`src/rtl/stream_fifo_pkg.sv`:
```
// stream_fifo_pkg: shared defaults and word type for the stream FIFO
//  STREAM_FIFO_DATA_W      default word width
//  STREAM_FIFO_DEPTH_LOG2  default log2 of entry count
//  fifo_word_t             one FIFO word at the default width
package stream_fifo_pkg;
    localparam int STREAM_FIFO_DATA_W     = 32;
    localparam int STREAM_FIFO_DEPTH_LOG2 = 4;
    typedef logic [STREAM_FIFO_DATA_W-1:0] fifo_word_t;
endpackage

```
`src/rtl/stream_fifo_if.sv`:
```
// stream_fifo_if: push/pop bus between host logic (master) and the FIFO (slave)
//  din/wr_en/rd_en            master -> slave
//  dout/valid/full/empty/count/overflow/underflow  slave -> master
interface stream_fifo_if
    import stream_fifo_pkg::*;
#(
    parameter int DATA_W = STREAM_FIFO_DATA_W
);
    logic [DATA_W-1:0] din;
    logic              wr_en;
    logic              rd_en;
    logic [DATA_W-1:0] dout;
    logic              valid;
    logic              full;
    logic              empty;
    logic [31:0]       count;
    logic              overflow;
    logic              underflow;

    modport master (
        output din, wr_en, rd_en,
        input  dout, valid, full, empty, count, overflow, underflow
    );

    modport slave (
        input  din, wr_en, rd_en,
        output dout, valid, full, empty, count, overflow, underflow
    );
endinterface

```
`src/rtl/stream_fifo_ram.sv`:
```
// stream_fifo_ram: simple dual-port RAM, one write port and one registered read port
//  clk, reset          clock; reset clears only the read register, never the array
//  we, waddr, wdata    write port
//  re, raddr, rdata    read port; rdata updates one edge after re, holds otherwise
module stream_fifo_ram
    import stream_fifo_pkg::*;
#(
    parameter int DATA_W = STREAM_FIFO_DATA_W,
    parameter int ADDR_W = STREAM_FIFO_DEPTH_LOG2
) (
    input  logic              clk,
    input  logic              reset,
    input  logic              we,
    input  logic [ADDR_W-1:0] waddr,
    input  logic [DATA_W-1:0] wdata,
    input  logic              re,
    input  logic [ADDR_W-1:0] raddr,
    output logic [DATA_W-1:0] rdata
);
    logic [DATA_W-1:0] mem [2**ADDR_W];

    always_ff @(posedge clk)
        if (we) mem[waddr] <= wdata;

    always_ff @(posedge clk)
        if (reset) rdata <= '0;
        else if (re) rdata <= mem[raddr];
endmodule

```
`src/rtl/stream_fifo.sv`:
```
// stream_fifo: single-clock standard-read word FIFO with occupancy count
//  clk, reset  clock and synchronous active-high reset
//  bus         stream_fifo_if.slave: din/wr_en/rd_en in; dout/valid/full/empty/count/overflow/underflow out
//  Define STREAM_FIFO_ERR_EN to build the sticky overflow/underflow flags; otherwise they read 0.
module stream_fifo
    import stream_fifo_pkg::*;
#(
    parameter int DATA_W     = STREAM_FIFO_DATA_W,
    parameter int DEPTH_LOG2 = STREAM_FIFO_DEPTH_LOG2
) (
    input logic          clk,
    input logic          reset,
    stream_fifo_if.slave bus
);
    localparam int DEPTH = 1 << DEPTH_LOG2;
    typedef logic [DEPTH_LOG2:0] ptr_t;

    ptr_t wr_ptr, rd_ptr, wr_nxt, rd_nxt, used, used_nxt;
    logic full, empty, valid, wr_ok, rd_ok;
    logic [DATA_W-1:0] dout;

    // full/empty are the pre-edge flags, so a same-cycle pop never makes room
    // for a push and a same-cycle push never satisfies a pop.
    assign wr_ok    = bus.wr_en && !full;
    assign rd_ok    = bus.rd_en && !empty;
    assign wr_nxt   = wr_ptr + ptr_t'(wr_ok);
    assign rd_nxt   = rd_ptr + ptr_t'(rd_ok);
    // The extra pointer bit makes the difference the exact occupancy, 0..DEPTH.
    assign used     = wr_ptr - rd_ptr;
    assign used_nxt = wr_nxt - rd_nxt;

    always_ff @(posedge clk)
        if (reset) begin
            wr_ptr <= '0;
            rd_ptr <= '0;
            full   <= 1'b0;
            empty  <= 1'b1;
            valid  <= 1'b0;
        end else begin
            wr_ptr <= wr_nxt;
            rd_ptr <= rd_nxt;
            full   <= used_nxt == ptr_t'(DEPTH);
            empty  <= used_nxt == '0;
            valid  <= rd_ok;
        end

    stream_fifo_ram #(.DATA_W(DATA_W), .ADDR_W(DEPTH_LOG2)) u_ram (
        .clk   (clk),
        .reset (reset),
        .we    (wr_ok),
        .waddr (wr_ptr[DEPTH_LOG2-1:0]),
        .wdata (bus.din),
        .re    (rd_ok),
        .raddr (rd_ptr[DEPTH_LOG2-1:0]),
        .rdata (dout)
    );

    assign bus.dout  = dout;
    assign bus.valid = valid;
    assign bus.full  = full;
    assign bus.empty = empty;
    assign bus.count = 32'(used);

`ifdef STREAM_FIFO_ERR_EN
    logic overflow, underflow;

    always_ff @(posedge clk)
        if (reset) begin
            overflow  <= 1'b0;
            underflow <= 1'b0;
        end else begin
            overflow  <= overflow  || (bus.wr_en && full);
            underflow <= underflow || (bus.rd_en && empty);
        end

    assign bus.overflow  = overflow;
    assign bus.underflow = underflow;
`else
    assign bus.overflow  = 1'b0;
    assign bus.underflow = 1'b0;
`endif
endmodule
```
`src/flat_wrapper.sv`:
```
// flat-port wrapper written by rule: the top's interface ports become plain ports
module stream_fifo_flat import stream_fifo_pkg::*;
#(
    parameter int DATA_W     = STREAM_FIFO_DATA_W,
    parameter int DEPTH_LOG2 = STREAM_FIFO_DEPTH_LOG2
)
  (clk, reset, bus_din, bus_wr_en, bus_rd_en, bus_dout, bus_valid, bus_full, bus_empty, bus_count, bus_overflow, bus_underflow);
  stream_fifo_if #(.DATA_W(DATA_W)) bus_i ();
  input logic clk;
  input logic reset;
  input wire logic [$bits(bus_i.din)-1:0] bus_din;
  input wire logic [$bits(bus_i.wr_en)-1:0] bus_wr_en;
  input wire logic [$bits(bus_i.rd_en)-1:0] bus_rd_en;
  output wire logic [$bits(bus_i.dout)-1:0] bus_dout;
  output wire logic [$bits(bus_i.valid)-1:0] bus_valid;
  output wire logic [$bits(bus_i.full)-1:0] bus_full;
  output wire logic [$bits(bus_i.empty)-1:0] bus_empty;
  output wire logic [$bits(bus_i.count)-1:0] bus_count;
  output wire logic [$bits(bus_i.overflow)-1:0] bus_overflow;
  output wire logic [$bits(bus_i.underflow)-1:0] bus_underflow;
  assign bus_i.din = bus_din;
  assign bus_i.wr_en = bus_wr_en;
  assign bus_i.rd_en = bus_rd_en;
  assign bus_dout = bus_i.dout;
  assign bus_valid = bus_i.valid;
  assign bus_full = bus_i.full;
  assign bus_empty = bus_i.empty;
  assign bus_count = bus_i.count;
  assign bus_overflow = bus_i.overflow;
  assign bus_underflow = bus_i.underflow;
  stream_fifo #(.DATA_W(DATA_W), .DEPTH_LOG2(DEPTH_LOG2)) u_core (.clk(clk), .reset(reset), .bus(bus_i));
endmodule
```
`config.mk`:
```
export PLATFORM = sky130hd
export DESIGN_NAME = stream_fifo_flat
export DESIGN_NICKNAME = d
export VERILOG_FILES = /design/src/rtl/stream_fifo_pkg.sv /design/src/rtl/stream_fifo_if.sv /design/src/rtl/stream_fifo_ram.sv /design/src/rtl/stream_fifo.sv /design/src/flat_wrapper.sv
export SDC_FILE = /design/constraint.sdc
export NUM_CORES = 1
export LEC_CHECK = 0
export CAP_MARGIN = 15
export CORE_ASPECT_RATIO = 1.75
export CORE_MARGIN = 2
export CORE_UTILIZATION = 60
export CTS_CLUSTER_DIAMETER = 30
export DETAILED_ROUTE_END_ITERATION = 7
export HOLD_SLACK_MARGIN = 0.1
export PLACE_DENSITY = 0.79
export REMOVE_ABC_BUFFERS = 1
export SYNTH_ARGS = -nofsm -noshare
export SYNTH_HDL_FRONTEND = slang
export SYNTH_HIERARCHICAL = 1
export SYNTH_SLANG_ARGS = --single-unit
```
`constraint.sdc`:
```
create_clock -name clk -period 5.7 [get_ports clk]
set_input_delay 1.14 -clock clk [delete_from_list [all_inputs] [get_ports clk]]
set_output_delay 1.14 -clock clk [all_outputs]
set_load 0.03 [all_outputs]
```
### Yosys cells after proc, flatten, opt, wreduce, memory -nomap -nowiden

Memory sizes are Yosys's and may differ from the RTL's. A register that Yosys moved wholly into a read port is not among the register bits.
Index checks and enable logic that the tools add are counted.

| word-level totals | value |
|---|---|
| bits in latches | 0 |
| input bits | 36 |
| logic and storage cells | 18 |
| bits in read-only memories | 0 |
| memories kept | 1 |
| RAM bits | 512 |
| flip-flop bits (word level) | 13 |
| output and inout bits | 69 |

| cells by class | value |
|---|---|
| multiply operators | 0 |
| magnitude comparators | 0 |
| div/mod/pow operators | 0 |
| reductions and logical operators | 5 |
| multiplexer cells | 2 |
| $add $sub $neg | 4 |
| shift-type cells | 0 |
| bitwise logic cells | 0 |
| eq/ne operators | 1 |

Memory list:

| memory | words | width | rd ports | clocked after Yosys merged registers in | wr ports | RTL line | RTL |
|---|---|---|---|---|---|---|---|
| u_core.u_ram.mem | 16 | 32 | 1 | 1 | 1 | stream_fifo_ram.sv:20 | `logic [DATA_W-1:0] mem [2**ADDR_W];` |

Operators with widths:

| operator | count |
|---|---|
| adder 5 x 1 -> 5 bit | 2 |
| subtractor 5 bit | 2 |
| == test 5 bit (second input constant) | 1 |
| zero test 5 bit | 1 |
| logical AND 1 bit | 2 |
| zero test 1 bit | 2 |
| two-way mux 1 bit | 2 |

### Logic depth before layout (Yosys ltp)

Gate-level depths: netlist (run 1).

| depth | value |
|---|---|
| depth after elaboration | 5 |
| gate-level depth with buffers | 10 |

### Hierarchy

Netlist (run 1), hierarchy kept.

By module, submodules not included:

| module | cells each | area each (um2) | seq. area each (um2) | times used |
|---|---|---|---|---|
| stream_fifo_ram | 1216 | 20948.8 | 16015.4 | 1 |
| stream_fifo | 112 | 985.9 | 260.2 | 1 |

### Least setup slack after synthesis (run 1)

OpenSTA, ideal clock, no wires.

| timing | value |
|---|---|
| kind | in2reg |
| start | input bus_wr_en |
| end | memory u_core/u_ram/mem[0][0] (netlist name), enable pin |
| stages on the path | 3 |
| data arrival time | 4.100 ns |
| slack | 1.139 ns |
| required time | 5.239 ns |
| cells stage by stage | nor2b_1 > or3b_2 > nor3_1 |

| between the ends | value |
|---|---|
| word-level cells in the longest chain between the ends | 3 |

Ends and longest elaborated chain:

| item | RTL line | RTL |
|---|---|---|
| start, declared | flat_wrapper.sv:12 | `input wire logic [$bits(bus_i.wr_en)-1:0] bus_wr_en;` |
| logical AND 1 bit | stream_fifo.sv:24 | `assign wr_ok = bus.wr_en && !full;` |
| two-way mux 1 bit | stream_fifo_ram.sv:23 | `if (we) mem[waddr] <= wdata;` |
| two-way mux 1 bit (not written as such) | stream_fifo_ram.sv:23 |  |
| end, declared | stream_fifo_ram.sv:20 |  |

No other way between the ends.

### Worst setup path after layout (run 1)

| timing | value |
|---|---|
| start | register u_core.rd_ptr[2] |
| end | output bus_count[4] |

| between the ends | value |
|---|---|
| word-level cells in the longest chain between the ends | 1 |

Ends and longest elaborated chain:

| item | RTL line | RTL |
|---|---|---|
| start, declared | stream_fifo.sv:18 | `ptr_t wr_ptr, rd_ptr, wr_nxt, rd_nxt, used, used_nxt;` |
| start signal, assigned | stream_fifo.sv:41 | `rd_ptr <= rd_nxt;` |
| subtractor 5 bit | stream_fifo.sv:29 | `assign used = wr_ptr - rd_ptr;` |
| end, declared | flat_wrapper.sv:18 | `output wire logic [$bits(bus_i.count)-1:0] bus_count;` |

No other way between the ends.

==> results.md, run 1 <==
- The clock tree synthesis step divided the H-tree into 2 levels.
- Counting instances, the worst hold path has a depth of 2.
- The path with the worst hold slack has its endpoint at u_core/u_ram/rdata[5].
- STA puts the critical path data required time at 4.56 ns.
- The die is 257 um tall.
- Yosys printed 6 warnings.
- The maximum buffer depth of the clock tree is 3.
- The first-iteration detailed-routing DRC count is 801.
- The number of slew-limit violations in the final report is 0.
- The count of cells in the finished layout, fillers not included, comes to 1,934.
- The initialized floorplan defines 92 standard-cell rows.
- Setup violations remaining at the end of the flow were counted as 0.
- Net switching is 25.2% of the power.
- The most used flip-flop cell after synthesis is sky130_fd_sc_hd__edfxtp_1.
- In this run, CTS created clock tree buffers numbering 55.
- The final layout contains 1,465 nets.
- The final cell utilization of the core is 69.1%.
- At the pin with the least slew margin, the transition time is 1.31 ns.
- TritonCTS built the clock tree.
- The startpoint-to-endpoint class of the critical path is reg -> out.
- The leading area contributor after synthesis is sky130_fd_sc_hd__edfxtp_1.
- Summing over every cut layer, the via total after detailed routing is 11,800.
- The tool flagged a number of max-cap violations equal to 0.
- Global routing consumed, over all layers together, 24.0% of the routing resources.
- The relative slew slack is 12.6%.
- The final worst setup slack is 1.41 ns.
- The time the final worst path needs with I/O delays and setup is 4.29 ns.
- Of the cells placed in the final design, the portion with a size suffix greater than 1 is 10.7%.
- The first TritonRoute pass finished after 5 iterations.
- The clock net sink count is 557.
- The worst setup path is launched from a flop.
- The routed design has 45.4 mm of wire.
- The number of placed instances, taps included, is 1,828.
- The cell count after synthesis is 1,328.
- Internal power comes to 0.00703 W.
- For this run, the register share of the synthesized area comes to 74.2%.
- After clock tree synthesis, the setup repair step added 0 buffers.
- The starting density of the core is 60.9%.
- The clock-pin slew of the registers on the worst-case setup and hold paths is 0.07 ns.
- In this run the mean area of a mapped cell was 16.5 um2.
- The core region is 36,000 um2.
- The post-placement setup slack is 1.69 ns.
- The endpoint kind of the worst setup timing path is an output pin.
- By area the synthesized netlist is led by sky130_fd_sc_hd__edfxtp_1, sky130_fd_sc_hd__mux2i_1, sky130_fd_sc_hd__dfxtp_1, sky130_fd_sc_hd__nand3_1, sky130_fd_sc_hd__a22oi_1.
- In this run the biggest area consumer among cell types represents 70.1% of the synthesized area.
- The hold violation count in the final report is 0.
- The total of hold buffers inserted after clock tree synthesis is 0.
- The internal reg-to-reg setup slack is 2.87 ns.
- The worst register-to-register path begins at u_core/rd_ptr[2].
- The worst register-to-register path has a depth of 5.
- The detailed-placement wirelength estimate is 24.3 mm.
- Summed over all layers, the global routing overflow is 0.
- The portion of total power attributed to combinational logic is 10.8%.
- The initial antenna violation count is 0.
- The count of nets left with antenna violations after detail routing is 0.
- The worst hold path belongs to the class reg -> reg.
- The start point of the worst hold path is u_core/u_ram/rdata[5].
- In the routed layout, each cell is associated on average with a via count of 6.09.
- The residual DRC count is 0.
- In the final timing run, aggregate negative setup slack is 0 ns.
- The total of buffers placed on input and output ports is 75.
- The maximum clock rate is 0.233 GHz.
- In this run the static leakage power is 7.79 nW.
- The die covers 38,200 um2.
- Setup repair after global routing left no endpoint under its margin.
- Gates resized during post-CTS repair numbered 0.
- The clock root buffer is sky130_fd_sc_hd__clkbuf_16.
- In this run the power spent charging and discharging nets is 0.00236 W.
- In this run the worst path has a maximum fanout of 51.
- The overall die width is 149 um.
- In this run, flip-flops and latches consume 50.0% of the power.
- The first global-routing pass estimated 69.0 mm of wire.
- Routability-driven placement finished with a final weighted congestion of 0.818.
- The clock skew after layout is 0.0144 ns.
- The final routed wire length divided by cell count is 23.5 um.
- The end of the worst register-to-register path is u_core/u_ram/rdata[10].
- Counting flops with an async set or reset pin after synthesis yields a share of 0%.
- In this run, the clock network consumes 39.2% of the power.
- The largest net degree at the start of global routing is 149.
- In this run the cell area of the synthesized design comes to 21,900 um2.
- The number of synthesized register bits is 557.
- The unique cell type count in the Yosys netlist is 35.
- The completed layout was analyzed and its total power is 0.00939 W.
- The number of enable flip-flop cells after synthesis is 512.
- The top-level port count is 105.
- The flow ran to the end, and the final reports show no timing, DRC or antenna violations.
- For this design the ratio of total power to cell area is 377 nW/um2.
- The clock latency on the worst-skew pair is 0.59 ns.
- The data arrival at the endpoint of the critical path is 3.15 ns.
- Dividing the final minimum period by the clock period gives 75.2%.
- The via count of the first global-routing pass is 12,000.
- The layout overhead on the synthesized area is 13.6%.
- VDD sags by at most 292 uV.
## power groups by stage
| stage | Combinational, W | Clock, W | Sequential [W] |
|---|---|---|---|
| final | 0.00101 | 0.00368 | 0.00470 |
| after global placement | 0.000981 | 0 | 0.00478 |
| after CTS | 0.00101 | 0.00372 | 0.00470 |
| after detailed placement | 0.00100 | 0 | 0.00479 |
| after global routing | 0.00108 | 0.00389 | 0.00471 |
| after floorplan | 0.000455 | 0 | 0.00489 |
## logic make-up after synthesis
logic type / share of synthesized area [%]
AO/OA/AOI/OAI: 4.05
XOR/XNOR: 0.519
adder cells (fa/ha/maj): 0.776
buffers and inverters: 3.66
flip-flops: 74.2
multiplexers: 11.7
other: 0.0171
AND/OR/NAND/NOR: 5.05
## cell usage in the layout, fill, tap and decap left out, types with 5 or more instances in the layout
| master | count |
|---|---|
| sky130_fd_sc_hd__clkbuf_16 | 56 |
| sky130_fd_sc_hd__dfxtp_1 | 44 |
| sky130_fd_sc_hd__buf_4 | 19 |
| sky130_fd_sc_hd__inv_8 | 5 |
| sky130_fd_sc_hd__a21oi_2 | 10 |
| sky130_fd_sc_hd__xnor2_1 | 10 |
| sky130_fd_sc_hd__a21oi_1 | 58 |
| sky130_fd_sc_hd__nor2b_1 | 7 |
| sky130_fd_sc_hd__nand2_1 | 98 |
| sky130_fd_sc_hd__nor2_4 | 14 |
| sky130_fd_sc_hd__a22oi_1 | 64 |
| sky130_fd_sc_hd__ha_1 | 12 |
| sky130_fd_sc_hd__edfxtp_1 | 512 |
| sky130_fd_sc_hd__clkinv_8 | 5 |
| sky130_fd_sc_hd__nor2_1 | 6 |
| sky130_fd_sc_hd__conb_1 | 29 |
| sky130_fd_sc_hd__nand3_1 | 101 |
| sky130_fd_sc_hd__clkinv_2 | 7 |
| sky130_fd_sc_hd__inv_1 | 12 |
| sky130_fd_sc_hd__mux2i_1 | 257 |
| sky130_fd_sc_hd__inv_6 | 11 |
| sky130_fd_sc_hd__clkinvlp_4 | 6 |
| sky130_fd_sc_hd__clkdlybuf4s50_1 | 75 |
## cell usage after synthesis, types with 3 or more instances
cell and number:
sky130_fd_sc_hd__a21oi_1 58, sky130_fd_sc_hd__mux2i_1 257, sky130_fd_sc_hd__xor2_1 3, sky130_fd_sc_hd__buf_1 3
sky130_fd_sc_hd__nand3b_1 3, sky130_fd_sc_hd__a21oi_2 10, sky130_fd_sc_hd__xnor2_1 10, sky130_fd_sc_hd__buf_12 5
sky130_fd_sc_hd__nand2b_1 3, sky130_fd_sc_hd__nor2b_1 9, sky130_fd_sc_hd__dfxtp_1 45, sky130_fd_sc_hd__buf_6 17
sky130_fd_sc_hd__nor2_1 19, sky130_fd_sc_hd__nand2_1 98, sky130_fd_sc_hd__ha_1 12, sky130_fd_sc_hd__inv_1 12
sky130_fd_sc_hd__buf_2 14, sky130_fd_sc_hd__buf_4 39, sky130_fd_sc_hd__clkbuf_1 14, sky130_fd_sc_hd__nor3_1 5
sky130_fd_sc_hd__nand3_1 101, sky130_fd_sc_hd__edfxtp_1 512, sky130_fd_sc_hd__a22oi_1 64
## worst max-delay path by stage
stage / endpoint / slack [ns] / startpoint
global placement: u_core/u_ram/mem[1][4] / 1.80 / bus_wr_en
floorplan: bus_count[4] / -5.38 / u_core/rd_ptr[2]
finish: bus_count[4] / 1.41 / u_core/rd_ptr[2]
global route: bus_count[4] / 1.20 / u_core/rd_ptr[2]
detailed placement: u_core/u_ram/mem[1][4] / 1.69 / bus_wr_en
CTS: bus_count[4] / 1.35 / u_core/rd_ptr[2]
## area by class of cell
cell class | count | area, um2
sequential | 557 | 16300
fill | 2263 | 11100
multi-input combinational | 691 | 5100
clock buffer | 61 | 1430
timing repair buffer | 99 | 1000
tap | 470 | 588
clock inverter | 43 | 468
inverter | 12 | 45.0
antenna | 1 | 2.50
## registers in the layout (all words and copies together), names as in the netlist
name and cells:
u_core/bus.full 1, u_core/rd_ptr 5, u_core/wr_ptr 5, u_core/bus.valid 1, u_core/u_ram/mem 512, u_core/u_ram/rdata 32, u_core/bus.empty 1
## worst max-delay path, cell delays in order (launching register included)
cell	delay, ns
sky130_fd_sc_hd__dfxtp_4	0.93
sky130_fd_sc_hd__inv_1	0.11
sky130_fd_sc_hd__ha_1	0.35
sky130_fd_sc_hd__a21o_1	0.18
sky130_fd_sc_hd__a21oi_1	0.16
sky130_fd_sc_hd__xnor2_1	0.13
sky130_fd_sc_hd__clkdlybuf4s50_1	0.69
## stage by stage
stage | area (um2) | hold slack [ns]
3_3_place_gp | 22900 | 0.435
5_1_grt | 24900 | 0.470
4_1_cts | 24900 | 0.457
3_5_place_dp | 23000 | 0.442
6_report | 24900 | 0.452
2_1_floorplan | 21300 | 0.530
## routing by layer
metal	wire length, um	global-route usage (%)	up-vias
met5	0	0	-
met4	1630	10.0	0
met3	2880	3.76	114
met2	24100	42.3	489
met1	16800	29.6	5949
li1	-	-	5225
No activity file was read; power rests on OpenSTA's default activity.
==> run 2, diff against run 1 <==
==> constraint.sdc (replaced) <==
create_clock -name clk -period 4.4 [get_ports clk]
set_input_delay 0.88 -clock clk [delete_from_list [all_inputs] [get_ports clk]]
set_output_delay 0.88 -clock clk [all_outputs]
set_load 0.03 [all_outputs]
==> run 2 against run 1 <==
Register-to-register slack got worse by 1.3 ns. Via count is 0.62% lower. Sequential cell count unchanged. Critical endpoint unchanged.
==> results.md, run 2 (same netlist as run 1, synthesis figures left out) <==
- The largest net degree at the start of global routing was 156 (was 149).
- The startpoint-to-endpoint class of the critical path is reg -> out (unchanged).
- The total via count after detailed routing is 11,700 (was 11,800).
- For the finished layout, the period the worst path requires is 3.82 ns.
- The layout overhead on the synthesized area is 14.2% (was 13.6%).
- The worst path buffer plus inverter count is 3 (was 2).
- The beginning of the critical path is u_core/wr_ptr[0] (was u_core/rd_ptr[2]).
- The number of H-tree levels is 2 (unchanged).
- The top register by number of flip-flops is u_core/u_ram/mem (unchanged).
- Timing would allow up to 0.262 GHz.
- The CTS tree is yes (unchanged).
- The initial antenna violation count is 2 (was 0).
- The first-pass GRT wire length is 69.8 mm (was 69.0 mm).
- The first-iteration detailed-routing DRC count is 999 (was 801).
- The height of the die came to 257 um (unchanged).
- The family with the most delay on the worst path is buffers and inverters (was flip-flops).
- The total of buffers placed on input and output ports is 75 (unchanged).
- The transition time at the pin with the least slew margin came to 1.20 ns (was 1.31 ns).
- The standby leakage power is 7.89 nW (was 7.79 nW).
- The clock latency on the worst-skew pair is 0.58 ns (was 0.59 ns).
- The internal reg-to-reg setup slack came to 1.61 ns (was 2.87 ns).
- The buffers inserted during post-CTS setup optimization came to 0 (unchanged).
- Outcome: finished, final reports clean (unchanged).
- The total power after layout is 0.0122 W (was 0.00939 W).
- The delay contributed by the slowest stage of the critical path is 0.69 ns (was 0.93 ns).
- The number of cells on the critical path is 8 (was 6).
- The core region area is 36,000 um2 (unchanged).
- The final routed wire length divided by cell count came to 23.7 um (was 23.5 um).
- The capturing instance or port of the critical path is bus_count[4] (unchanged).
- The critical path startpoint category is a flop (unchanged).
- Of the available clock period, the critical path in the final layout requires 86.7%.
- The relative slew slack came to 19.8% (was 12.6%).
- Largest registers: u_core/u_ram/mem (512), u_core/u_ram/rdata (32) (unchanged).
- The full die area was 38,200 um2 (unchanged).
- The detailed-placement wirelength estimate is 24.8 mm (was 24.3 mm).
- The final-stage net count is 1,480 (was 1,465).
- The first-pass iteration count of the detailed router is 6 (was 5).
- The clock-pin slew of the registers on the worst-case setup and hold paths came to 0.06 ns (was 0.07 ns).
- The global placement routability congestion is 0.834 (was 0.818).
- The data arrival at the endpoint of the critical path is 2.94 ns (was 3.15 ns).
- The hold violation count in the final report is 0 (unchanged).
- The residual DRC count is 0 (unchanged).
- The number of core rows was 92 (unchanged).
- The critical path's slowest cell is sky130_fd_sc_hd__clkdlybuf4s50_1 (was sky130_fd_sc_hd__dfxtp_4).
- The number of flip-flops under the largest register name came to 512 (unchanged).
- The number of max-cap violations is 0 (unchanged).
- The most common library cell in the layout ignoring fill and taps was sky130_fd_sc_hd__edfxtp_1 (unchanged).
- The classification of the worst-slack hold path is reg -> reg (unchanged).
- The top-level port count was 105 (unchanged).
- The total of hold buffers inserted after clock tree synthesis is 0 (unchanged).
- The required time at the endpoint of the critical path came to 3.52 ns (was 4.56 ns).
- Cell breakdown of the critical path: inv_1 -> ha_1 -> fa_1 -> inv_1 -> a21o_1 -> a21oi_1 -> xnor2_1 -> clkdlybuf4s50_1 (was inv_1 -> ha_1 -> a21o_1 -> a21oi_1 -> xnor2_1 -> clkdlybuf4s50_1).
- The count of cells along the worst register-to-register path is 6 (was 5).
- The overall routing resource usage is 24.5% (was 24.0%).
- The via count of the first global-routing pass is 11,900 (was 12,000).
- The overall die width came to 149 um (unchanged).
- The number of slew-limit violations in the final report was 0 (unchanged).
- The maximum buffer depth of the clock tree was 3 (unchanged).
- The count of nets left with antenna violations after detail routing is 0 (unchanged).
- The clock root buffer is sky130_fd_sc_hd__clkbuf_16 (unchanged).
- The worst supply voltage drop on vdd came to 491 uV (was 292 uV).
- The overflow left after global routing came to 0 (unchanged).
- The CTS buffer count is 55 (unchanged).
- The via-per-instance ratio is 6.01 (was 6.09).
- RSZ-0062 raised after global routing: no (unchanged).
- The final wirelength is 46.1 mm (was 45.4 mm).
- The post-placement setup slack is 0.928 ns (was 1.69 ns).
- Commonest non-fill, non-tap cells in the layout: sky130_fd_sc_hd__edfxtp_1, sky130_fd_sc_hd__mux2i_1, sky130_fd_sc_hd__nand3_1, sky130_fd_sc_hd__nand2_1, sky130_fd_sc_hd__clkdlybuf4s50_1 (unchanged).
- The clock skew after layout is 0.0129 ns (was 0.0144 ns).
- The power density normalized to cell area was 489 nW/um2 (was 377 nW/um2).
- The end of the worst register-to-register path is u_core/u_ram/rdata[28] (was u_core/u_ram/rdata[10]).
- The endpoint kind of the worst setup timing path is an output pin (unchanged).
- Counting stages on the worst path, the most repeated cell is sky130_fd_sc_hd__inv_1.
- The number of setup violations in the final report is 0 (unchanged).
- The maximum fanout along the worst path is 9 (was 51).
- The final worst setup slack was 0.583 ns (was 1.41 ns).
- The clock net sink count was 557 (unchanged).
- The starting density of the core is 60.9% (unchanged).
- The fraction of layout cells with a size suffix above 1 came to 11.3% (was 10.7%).
- The number of instances resized during post-cts repair is 0 (unchanged).
- The startpoint of the worst-slack reg-to-reg timing path is u_core/rd_ptr[2] (unchanged).
## run 2: worst min-delay path by stage
stage	startpoint	endpoint	slack, ns	cells after the start
finish	u_core/u_ram/rdata[16]	u_core/u_ram/rdata[16]	0.46	2
global route	u_core/u_ram/rdata[1]	u_core/u_ram/rdata[1]	0.48	2
CTS	u_core/u_ram/rdata[17]	u_core/u_ram/rdata[17]	0.46	2
detailed placement	u_core/u_ram/rdata[17]	u_core/u_ram/rdata[17]	0.45	2
global placement	u_core/u_ram/rdata[17]	u_core/u_ram/rdata[17]	0.44	2
floorplan	u_core/wr_ptr[4]	u_core/wr_ptr[4]	0.53	2
## run 2: layer usage
| metal | share of wire, % | global-route usage [%] | vias up |
|---|---|---|---|
| li1 | - | - | 5244 |
| met3 | 6.8 | 3.69 | 97 |
| met2 | 53 | 42.5 | 500 |
| met4 | 2.9 | 9.31 | 2 |
| met1 | 37 | 31.1 | 5861 |
| met5 | 0.028 | 0 | - |
## run 2: cell type report
type	count	area, um2
inverters	12	45.0
diodes	1	2.50
repair buffers	114	1110
clock buffers	62	1460
flip-flops and latches	557	16300
well taps	470	588
multi-input cells	691	5100
clock inverters	41	460
fillers	2274	11000
## run 2: worst register-to-register path: cells and delay by family, from the launching register on
kind / cells / cell delay (ns)
AOI/OAI and AO/OA: 1 / 0.13
and+or+nand+nor: 2 / 0.29
buffers and inverters: 2 / 1.43
muxes: 1 / 0.48
DFF: 1 / 0.34
## run 2: metrics by stage
step	util [%]	setup TNS [ns]	hold slack [ns]	std cells	cell area [um2]
final	69.5	0	0.457	1948	25000
after global routing	69.5	0	0.476	1948	25000
after CTS	69.4	0	0.462	1946	25000
after detailed placement	64.1	0	0.447	1843	23100
after global placement	64.1	0	0.438	1843	23100
after floorplan	-	-211.11	0.530	1260	21300
## run 2: power breakdown
| part | switching [W] | internal [W] | total, W |
|---|---|---|---|
| Sequential | 0.000103 | 0.00599 | 0.00610 |
| Clock | 0.00202 | 0.00279 | 0.00481 |
| Combinational | 0.000885 | 0.000445 | 0.00133 |
| Total | 0.00301 | 0.00923 | 0.0122 |
==> run 3, diff against run 2 <==
--- a/config.mk
+++ b/config.mk
@@ -8,9 +8,10 @@
 export CAP_MARGIN = 15
 export CORE_ASPECT_RATIO = 1.75
 export CORE_MARGIN = 2
-export CORE_UTILIZATION = 60
+export CORE_UTILIZATION = 63
 export CTS_CLUSTER_DIAMETER = 30
 export DETAILED_ROUTE_END_ITERATION = 7
+export DONT_BUFFER_PORTS = 1
 export HOLD_SLACK_MARGIN = 0.1
 export PLACE_DENSITY = 0.79
 export REMOVE_ABC_BUFFERS = 1
==> run 3 against run 2 <==
Via count is 1.1% lower. Sequential power is 2% higher. Power is 0.65% higher. Final cell count is 4.3% lower. Sequential cell count stayed put. Clock power is 7.5% higher. Utilization is 1.4 points higher. Clock-buffer cell count is 3 higher. Worst hold slack worse by 0.10 ns. Largest power group unchanged.
==> results.md, run 3 (same netlist as run 1, synthesis figures left out) <==
- Outcome: finished, final reports clean (unchanged).
- The via-per-instance ratio is 6.21 (was 6.01).
- The number of core rows came to 90 (was 92).
- The number of flip-flops under the largest register name was 512 (unchanged).
- The global placement routability congestion is 0.799 (was 0.834).
- The residual DRC count is 0 (unchanged).
- The sequential group share of total power came to 50.8% (was 49.8%).
- The total of hold buffers inserted after clock tree synthesis was 0 (unchanged).
- The clock skew after layout came to 0.0152 ns (was 0.0129 ns).
- The power dissipated by switching net loads is 0.00300 W (was 0.00301 W).
- The largest net degree at the start of global routing is 122 (was 156).
- The time the final worst path needs with I/O delays and setup is 3.53 ns (was 3.82 ns).
- The maximum clock rate is 0.283 GHz (was 0.262 GHz).
- The final wirelength is 46.4 mm (was 46.1 mm).
- The most common library cell in the layout ignoring fill and taps is sky130_fd_sc_hd__edfxtp_1 (unchanged).
- The clock latency on the worst-skew pair is 0.59 ns (was 0.58 ns).
- The overflow left after global routing is 0 (unchanged).
- The fraction of layout cells with a size suffix above 1 was 12.0% (was 11.3%).
- The final routed wire length divided by cell count is 24.9 um (was 23.7 um).
- The clock root buffer is sky130_fd_sc_hd__clkbuf_16 (unchanged).
- The power density normalized to cell area was 506 nW/um2 (was 489 nW/um2).
- The net switching fraction of the power came to 24.4% (was 24.6%).
- The data arrival at the endpoint of the critical path came to 2.65 ns (was 2.94 ns).
- The post-route fraction of the period consumed by the critical path was 80.3% (was 86.7%).
- The worst path buffer plus inverter count is 2 (was 3).
- The most used cell along the critical path was sky130_fd_sc_hd__inv_1 (unchanged).
- The detailed-placement wirelength estimate was 24.5 mm (was 24.8 mm).
- The critical path's slowest cell is sky130_fd_sc_hd__dfxtp_1 (was sky130_fd_sc_hd__clkdlybuf4s50_1).
- The top-level port count is 105 (unchanged).
- The startpoint-to-endpoint class of the critical path is reg -> out (unchanged).
- The height of the die is 251 um (was 257 um).
- The number of slew-limit violations in the final report came to 0 (unchanged).
- The top register by number of flip-flops is u_core/u_ram/mem (unchanged).
- The clock net sink count came to 557 (unchanged).
- The standby leakage power is 7.65 nW (was 7.89 nW).
- Cell breakdown of the critical path: inv_1 -> ha_1 -> fa_1 -> inv_1 -> a21o_1 -> a21oi_1 -> xnor2_1 (was inv_1 -> ha_1 -> fa_1 -> inv_1 -> a21o_1 -> a21oi_1 -> xnor2_1 -> clkdlybuf4s50_1).
- Largest registers: u_core/u_ram/mem (512), u_core/u_ram/rdata (32) (unchanged).
- The post-detailed-placement cell area is 22,300 um2 (was 23,100 um2).
- The layout overhead on the synthesized area was 11.0% (was 14.2%).
- The total via count after detailed routing is 11,600 (was 11,700).
- The core region area is 34,300 um2 (was 36,000 um2).
- The number of max-cap violations is 0 (unchanged).
- The full die area is 36,400 um2 (was 38,200 um2).
- The start point of the worst hold path is reset (was u_core/u_ram/rdata[16]).
- The startpoint of the worst-slack reg-to-reg timing path was u_core/rd_ptr[2] (unchanged).
- The buffers inserted during post-CTS setup optimization is 0 (unchanged).
- The final-stage net count came to 1,403 (was 1,480).
- The number of H-tree levels came to 2 (unchanged).
- The classification of the worst-slack hold path is in -> reg (was reg -> reg).
- The family with the most delay on the worst path is adder cells (was buffers and inverters).
- The overall routing resource usage was 25.5% (was 24.5%).
- The number of setup violations in the final report is 0 (unchanged).
- The CTS buffer count is 59 (was 55).
- The required time at the endpoint of the critical path is 3.52 ns (about the same).
- The total of buffers placed on input and output ports is 0 (was 75).
- The area of all placed cells without fillers is 24,400 um2 (was 25,000 um2).
- The count of nets left with antenna violations after detail routing is 0 (unchanged).
- The overall die width is 145 um (was 149 um).
- The first-pass GRT wire length is 70.4 mm (was 69.8 mm).
- The internal power consumption is 0.00932 W (was 0.00923 W).
- The maximum fanout along the worst path is 9 (unchanged).
- The post-route setup TNS is 0 ns (unchanged).
- Commonest non-fill, non-tap cells in the layout: sky130_fd_sc_hd__edfxtp_1, sky130_fd_sc_hd__mux2i_1, sky130_fd_sc_hd__nand3_1, sky130_fd_sc_hd__nand2_1, sky130_fd_sc_hd__a22oi_1 (was sky130_fd_sc_hd__edfxtp_1, sky130_fd_sc_hd__mux2i_1, sky130_fd_sc_hd__nand3_1, sky130_fd_sc_hd__nand2_1, sky130_fd_sc_hd__clkdlybuf4s50_1).
- The endpoint kind of the worst setup timing path is an output pin (unchanged).
- The critical path startpoint category is a flop (unchanged).
- The initial antenna violation count is 0 (was 2).
- The portion of total power attributed to combinational logic is 7.3% (was 10.9%).
- The first-pass iteration count of the detailed router was 5 (was 6).
- The delay contributed by the slowest stage of the critical path is 0.56 ns (was 0.69 ns).
- The instance count after placement with tap cells included is 1,752 (was 1,843).
- The first-iteration detailed-routing DRC count is 1,046 (was 999).
- The relative slew slack came to 22.2% (was 19.8%).
- RSZ-0062 raised after global routing: no (unchanged).
- The number of instances resized during post-cts repair came to 0 (unchanged).
- The hold violation count in the final report came to 0 (unchanged).
- The clock-pin slew of the registers on the worst-case setup and hold paths is 0.06 ns (about the same).
- The starting density of the core is 63.9% (was 60.9%).
- The non-filler instance count after layout is 1,864 (was 1,948).
- The CTS tree is yes (unchanged).
- The clock share of power came to 42.0% (was 39.3%).
- The worst supply voltage drop on vdd is 440 uV (was 491 uV).
- The number of antenna cells inserted came to 0 (was 1).
- The maximum buffer depth of the clock tree is 3 (unchanged).
- The beginning of the critical path was u_core/wr_ptr[0] (unchanged).
- The via count of the first global-routing pass is 12,200 (was 11,900).
- The transition time at the pin with the least slew margin is 1.16 ns (was 1.20 ns).
-- run 3: changes by cell type in the layout (fill, tap and decap cells not counted) --
cell,delta
sky130_fd_sc_hd__inv_8,-3
sky130_fd_sc_hd__diode_2,-1
sky130_fd_sc_hd__clkinv_2,+4
sky130_fd_sc_hd__buf_12,-2
sky130_fd_sc_hd__buf_4,-3
sky130_fd_sc_hd__inv_6,+2
sky130_fd_sc_hd__clkbuf_16,+4
sky130_fd_sc_hd__clkinv_4,-2
sky130_fd_sc_hd__clkinv_8,+1
sky130_fd_sc_hd__clkinv_1,+1
sky130_fd_sc_hd__clkbuf_1,-1
sky130_fd_sc_hd__clkdlybuf4s50_1,-75
sky130_fd_sc_hd__buf_16,-1
sky130_fd_sc_hd__bufinv_16,+2
-- run 3: final cells by class --
class | instances | area [um2]
sequential | 557 | 16300
fill | 2092 | 9990
multi-input combinational | 691 | 5100
clock buffer | 65 | 1550
tap | 460 | 576
clock inverter | 46 | 527
timing repair buffer | 33 | 273
inverter | 12 | 45.0
-- run 3: power by group through the flow --
stage	Sequential, W	Clock, W	Combinational (W)
6_report	0.00625	0.00517	0.000896
5_1_grt	0.00627	0.00540	0.000963
4_1_cts	0.00626	0.00520	0.000878
3_5_place_dp	0.00636	0	0.000865
3_3_place_gp	0.00635	0	0.000841
2_1_floorplan	0.00633	0	0.000589
-- run 3: per-stage QoR --
| stage | worst slack, ns | power (W) | hold slack, ns | util [%] |
|---|---|---|---|---|
| floorplan | -6.42 | 0.00692 | 0.530 | - |
| global placement | 1.39 | 0.00720 | 0.574 | 64.8 |
| detailed placement | 1.33 | 0.00723 | 0.581 | 64.8 |
| CTS | 0.846 | 0.0123 | 0.327 | 70.8 |
| global route | 0.741 | 0.0126 | 0.344 | 70.9 |
| finish | 0.867 | 0.0123 | 0.355 | 70.9 |
-- run 3: worst reg2reg max path, delay by kind of cell, from the launching register on --
family	cells	cell delay, ns
simple gates	2	0.24
mux	1	0.31
buf+inv	2	1.27
flops	1	0.73
compound gates	1	0.11
-- run 3: path summary, 6_finish.rpt --
kind                            endpoint  slack [ns]  cells after the start
hold / removal          u_core/rd_ptr[2]        0.35                      1
hold reg to reg         u_core/wr_ptr[4]        0.59                      2
setup / recovery            bus_count[4]        0.87                      7
setup reg to reg  u_core/u_ram/rdata[19]        1.63                      6
-- run 3: layer usage --
metal / track usage, % / vias up / part of all wire, %
li1: - / 5097 / -
met1: 30.4 / 5811 / 36
met2: 44.8 / 526 / 52
met3: 5.06 / 147 / 7.6
met4: 12.0 / 0 / 4.5
met5: 0 / - / 0
==> RTL edit 1 (settings of run 2) <==
Add a define of `STREAM_FIFO_ERR_EN`.
--- a/src/rtl/stream_fifo.sv
+++ b/src/rtl/stream_fifo.sv
@@ -2,6 +2,8 @@
 //  clk, reset  clock and synchronous active-high reset
 //  bus         stream_fifo_if.slave: din/wr_en/rd_en in; dout/valid/full/empty/count/overflow/underflow out
 //  Define STREAM_FIFO_ERR_EN to build the sticky overflow/underflow flags; otherwise they read 0.
+`define STREAM_FIFO_ERR_EN
+
 module stream_fifo
     import stream_fifo_pkg::*;
 #(
Check against the original RTL: not equivalent (Yosys sat finds a counterexample within 4 cycles, from zero or initial values and one cycle with reset high).
==> RTL edit 1 against run 2 <==
- setup slack worse by 0.052 ns
- fmax shrank 1.3%
- wire length is 2.4% higher
- sequential cell count up 2
- cell area up 0.29%
- synthesized area is 0.19% higher
- die area up 0.19%
- total power grew 1.6%
- critical endpoint unchanged
==> RTL edit 1: results (changes against run 2) <==
| Metric | Value |
|---|---|
| Multi-input gates | `693 (+0.29%)` |
| Status | `completed` |
| NonClk Buf Share | `4.31% (-0.13 points)` |
| Dominant cells by area after synthesis | `edfxtp_1 70%, mux2i_1 12%, dfxtp_1 4.3%` |
| Pin count of the biggest net entering global routing | `152 (-2.6%)` |
| P_leak | `7.89 nW (about the same)` |
| Register-to-register setup slack | `1.34 ns (-0.27 ns)` |
| Nets | `1483 (+0.20%)` |
| Layout cell share with drive strength beyond 1 | `11.3% (-0.038 points)` |
| Count of non-CTS buffers in the layout | `112 (-1.8%)` |
| Crit path DAT | `2.99 ns (+0.05 ns)` |
| Hold Path End | `u_core/u_ram/rdata[28]` |
| GRT Util Overall | `24.9% (+0.43 points)` |
| Peak VDD IR | `0.000375 V (-24%)` |
| Antenna violations before repair | `1 (-1)` |
| Xor/xnor cell area share of the yosys netlist | `0.518% (-0.0010 points)` |
| Dpl ws | `0.832 ns (-0.0952 ns)` |
| Placed cells | `1846 (+0.16%)` |
| Mux cell area share after synthesis | `11.7% (-0.023 points)` |
| Sequential area share after synthesis | `74.2% (about the same)` |
| Worst Hold Launch | `u_core/u_ram/rdata[28]` |
| DR iter-0 viols | `1017 (+1.8%)` |
| Worst r2r dst | `u_core/u_ram/rdata[17]` |
| Dpl cell area | `0.0231 mm^2 (+0.21%)` |
| Setup Skew | `0.0231 ns (+0.0102 ns)` |
| Final Non-Filler Cells | `1952 (+0.21%)` |
| Clkbuf count | `65 (+4.8%)` |
| Num CTS Buffers | `56 (+1.8%)` |
| Worst hold slack | `0.451 ns (-0.00615 ns)` |
| Gpl congestion | `0.820 (-1.7%)` |
| Dpl hpwl | `26.5 mm (+6.6%)` |
RTL edit 1: cell types whose count changed in the layout (fill, tap and decap cells not counted), sizes merged:
cell           delta
clkinv            -4
clkinvlp          +6
buf               -4
clkdlybuf4s50     +2
dfxtp             +2
nor2              +2
clkbuf            +3
inv               -3
bufinv            +1
diode             -1
a21oi             +2
conb              -2
RTL edit 1: worst max-delay path, cell delays in order (launching register included):
cell	delay, ns
dfxtp_1	0.55
inv_1	0.09
ha_1	0.26
fa_1	0.42
inv_1	0.08
a21o_1	0.11
a21oi_1	0.07
xnor2_1	0.14
clkdlybuf4s50_1	0.69
RTL edit 1: where the power goes:
| group | switching, mW | leakage, nW | internal [mW] |
|---|---|---|---|
| Clock | 2.06 | 0.938 | 2.88 |
| Combinational | 0.906 | 1.94 | 0.459 |
| Sequential | 0.108 | 5.01 | 6.02 |
RTL edit 1: metal layers:
metal	part of all wire [%]	vias to the layer above
met5	0.023	-
met1	37	6023
met4	3.5	2
met2	53	522
met3	6.7	114
li1	-	5254
==> RTL edit 2 (flow settings as in run 2) <==
Made on the original files. Register the output `bus.count`, without a reset; this adds one clock of latency there.
--- a/src/rtl/stream_fifo.sv
+++ b/src/rtl/stream_fifo.sv
@@ -59,7 +59,9 @@
     assign bus.valid = valid;
     assign bus.full  = full;
     assign bus.empty = empty;
-    assign bus.count = 32'(used);
+    always_ff @(posedge clk) begin
+        bus.count <= 32'(used);
+    end
 
 `ifdef STREAM_FIFO_ERR_EN
     logic overflow, underflow;
Check against the original RTL: not equivalent (Yosys sat finds a counterexample within 4 cycles, from zero or initial values and one cycle with reset high).
==> RTL edit 2 against run 2 <==
- critical path depth increased by 2
- sequential cell count increased by 5
- global-route usage decreased by 0.68 points
- synthesized area increased by 0.46%
- highest routed layer unchanged
- cell area about the same
- wire length decreased by 2.1%
- clock skew increased by 0.0080 ns
- total power increased by 0.21%
- die area increased by 0.45%
- core utilization decreased by 0.20 points
- non-clock buffer count decreased by 6
- setup slack improved by 0.92 ns
- critical endpoint is now u_core/bus.empty
- sequential share of layout area increased by 0.38 points
==> RTL edit 2: results (changes against run 2) <==
| Metric | Value |
|---|---|
| Status | `completed` |
| Peak VDD IR | `0.000384 V (-22%)` |
| RR Startpoint | `u_core/rd_ptr[2]` |
| Antenna cell count | `0 (-1)` |
| Pin count of the biggest net entering global routing | `115 (-26%)` |
| Sequential area share after synthesis | `74.3% (+0.12 points)` |
| DR vias | `11900 (+1.5%)` |
| Synth top area share | `69.8% (-0.32 points)` |
| Largest regs | `u_core/u_ram/mem (512), u_core/u_ram/rdata (32)` |
| Dpl cell area | `0.0231 mm^2 (+0.22%)` |
| First-pass GRT wire length | `68.4 mm (-2.0%)` |
| Drt wl/cell | `23.2 um (-1.9%)` |
| Dpl ws | `0.971 ns (+0.0428 ns)` |
| GRT Util Overall | `23.8% (-0.68 points)` |
| Dpl hpwl | `23.3 mm (-6.2%)` |
| Post-synth EDFFs | `512 (unchanged)` |
| Gpl congestion | `0.826 (-1.1%)` |
| Worst Setup SP | `bus_rd_en` |
| Worst Hold Launch | `u_core/u_ram/rdata[10]` |
| Antenna violations before repair | `1 (-1)` |
| Nets | `1478 (-0.14%)` |
| Num CTS Buffers | `54 (-1.8%)` |
| Dominant cells by area after synthesis | `edfxtp_1 70%, mux2i_1 12%, dfxtp_1 4.5%` |
| DR iter-0 viols | `1046 (+4.7%)` |
| Crit path DAT | `3.36 ns (+0.42 ns)` |
| First-pass iteration count of the detailed router | `5 (-1)` |
| Layout cell share with drive strength beyond 1 | `10.6% (-0.72 points)` |
| P_leak | `7.87 nW (-0.21%)` |
| Worst-Margin Slew | `1.00 ns (-0.196 ns)` |
| Slowest stage delay, CP | `0.45 ns (-0.24 ns)` |
| Setup Skew | `0.0208 ns (+0.00796 ns)` |
| Crit-path max FO | `5 (-4)` |
==> RTL edit 2: cell types whose count changed after synthesis, sizes merged <==
cell   change
dfxtp      +5
==> RTL edit 2: through the flow <==
step	power, mW	setup TNS [ns]	hold WS (ns)	std cells	utilization (%)
floorplan	6.98	-207.69	0.530	1265	-
global placement	7.53	0	0.446	1843	64.0
detailed placement	7.55	0	0.448	1843	64.0
CTS	12.3	0	0.462	1944	69.3
global route	12.6	0	0.483	1944	69.3
finish	12.3	0	0.455	1944	69.3
==> RTL edit 2: where the power goes <==
part           leakage, nW  internal (mW)  switching [mW]
logic                 1.92          0.426           0.864
clock network        0.917           2.85            1.96
registers             5.03           6.06           0.106
total                 7.87           9.34            2.93
==> RTL edit 2: critical path, delay by kind of cell <==
| kind | cells | cell delay, ns |
|---|---|---|
| xor gates and xnor gates | 1 | 0.17 |
| and+or+nand+nor | 1 | 0.37 |
| buffers and inverters | 2 | 0.53 |
| adders and majority gates | 3 | 0.76 |
| AOI/OAI and AO/OA | 3 | 0.65 |
==> RTL edit 2: layer usage <==
layer	GRT usage, %	wire, um	part of all wire, %
met5	0	13	0.029
met1	30.2	16700	37
met4	9.63	1600	3.5
met3	3.63	3350	7.4
met2	41.1	23500	52
==> RTL edit 2: worst paths after layout <==
check	end	slack [ns]	cells after the start
worst min register to register	u_core/u_ram/rdata[10]	0.46	2
worst max-delay path	u_core/bus.empty	1.50	10
worst max register to register	u_core/u_ram/rdata[20]	1.90	5
worst min-delay path	u_core/u_ram/rdata[10]	0.46	2
==> RTL edit 2: final cells by class <==
type                            count  area, um^2
Fill cell                        2305       11100
Multi-Input combinational cell    691        5100
Clock inverter                     32         410
Timing Repair Buffer              108        1040
Tap cell                          470         588
Inverter                           12        45.0
Sequential cell                   562       16400
Clock buffer                       69        1490
==> RTL edit 2: kinds of logic after synthesis <==
| kind of cell | synth area share (%) |
|---|---|
| simple gates | 5.03 |
| flops | 74.3 |
| fa+ha+maj | 0.772 |
| buf+inv | 3.65 |
| compound gates | 4.03 |
| other cells | 0.0170 |
| xor+xnor | 0.517 |
| mux | 11.7 |
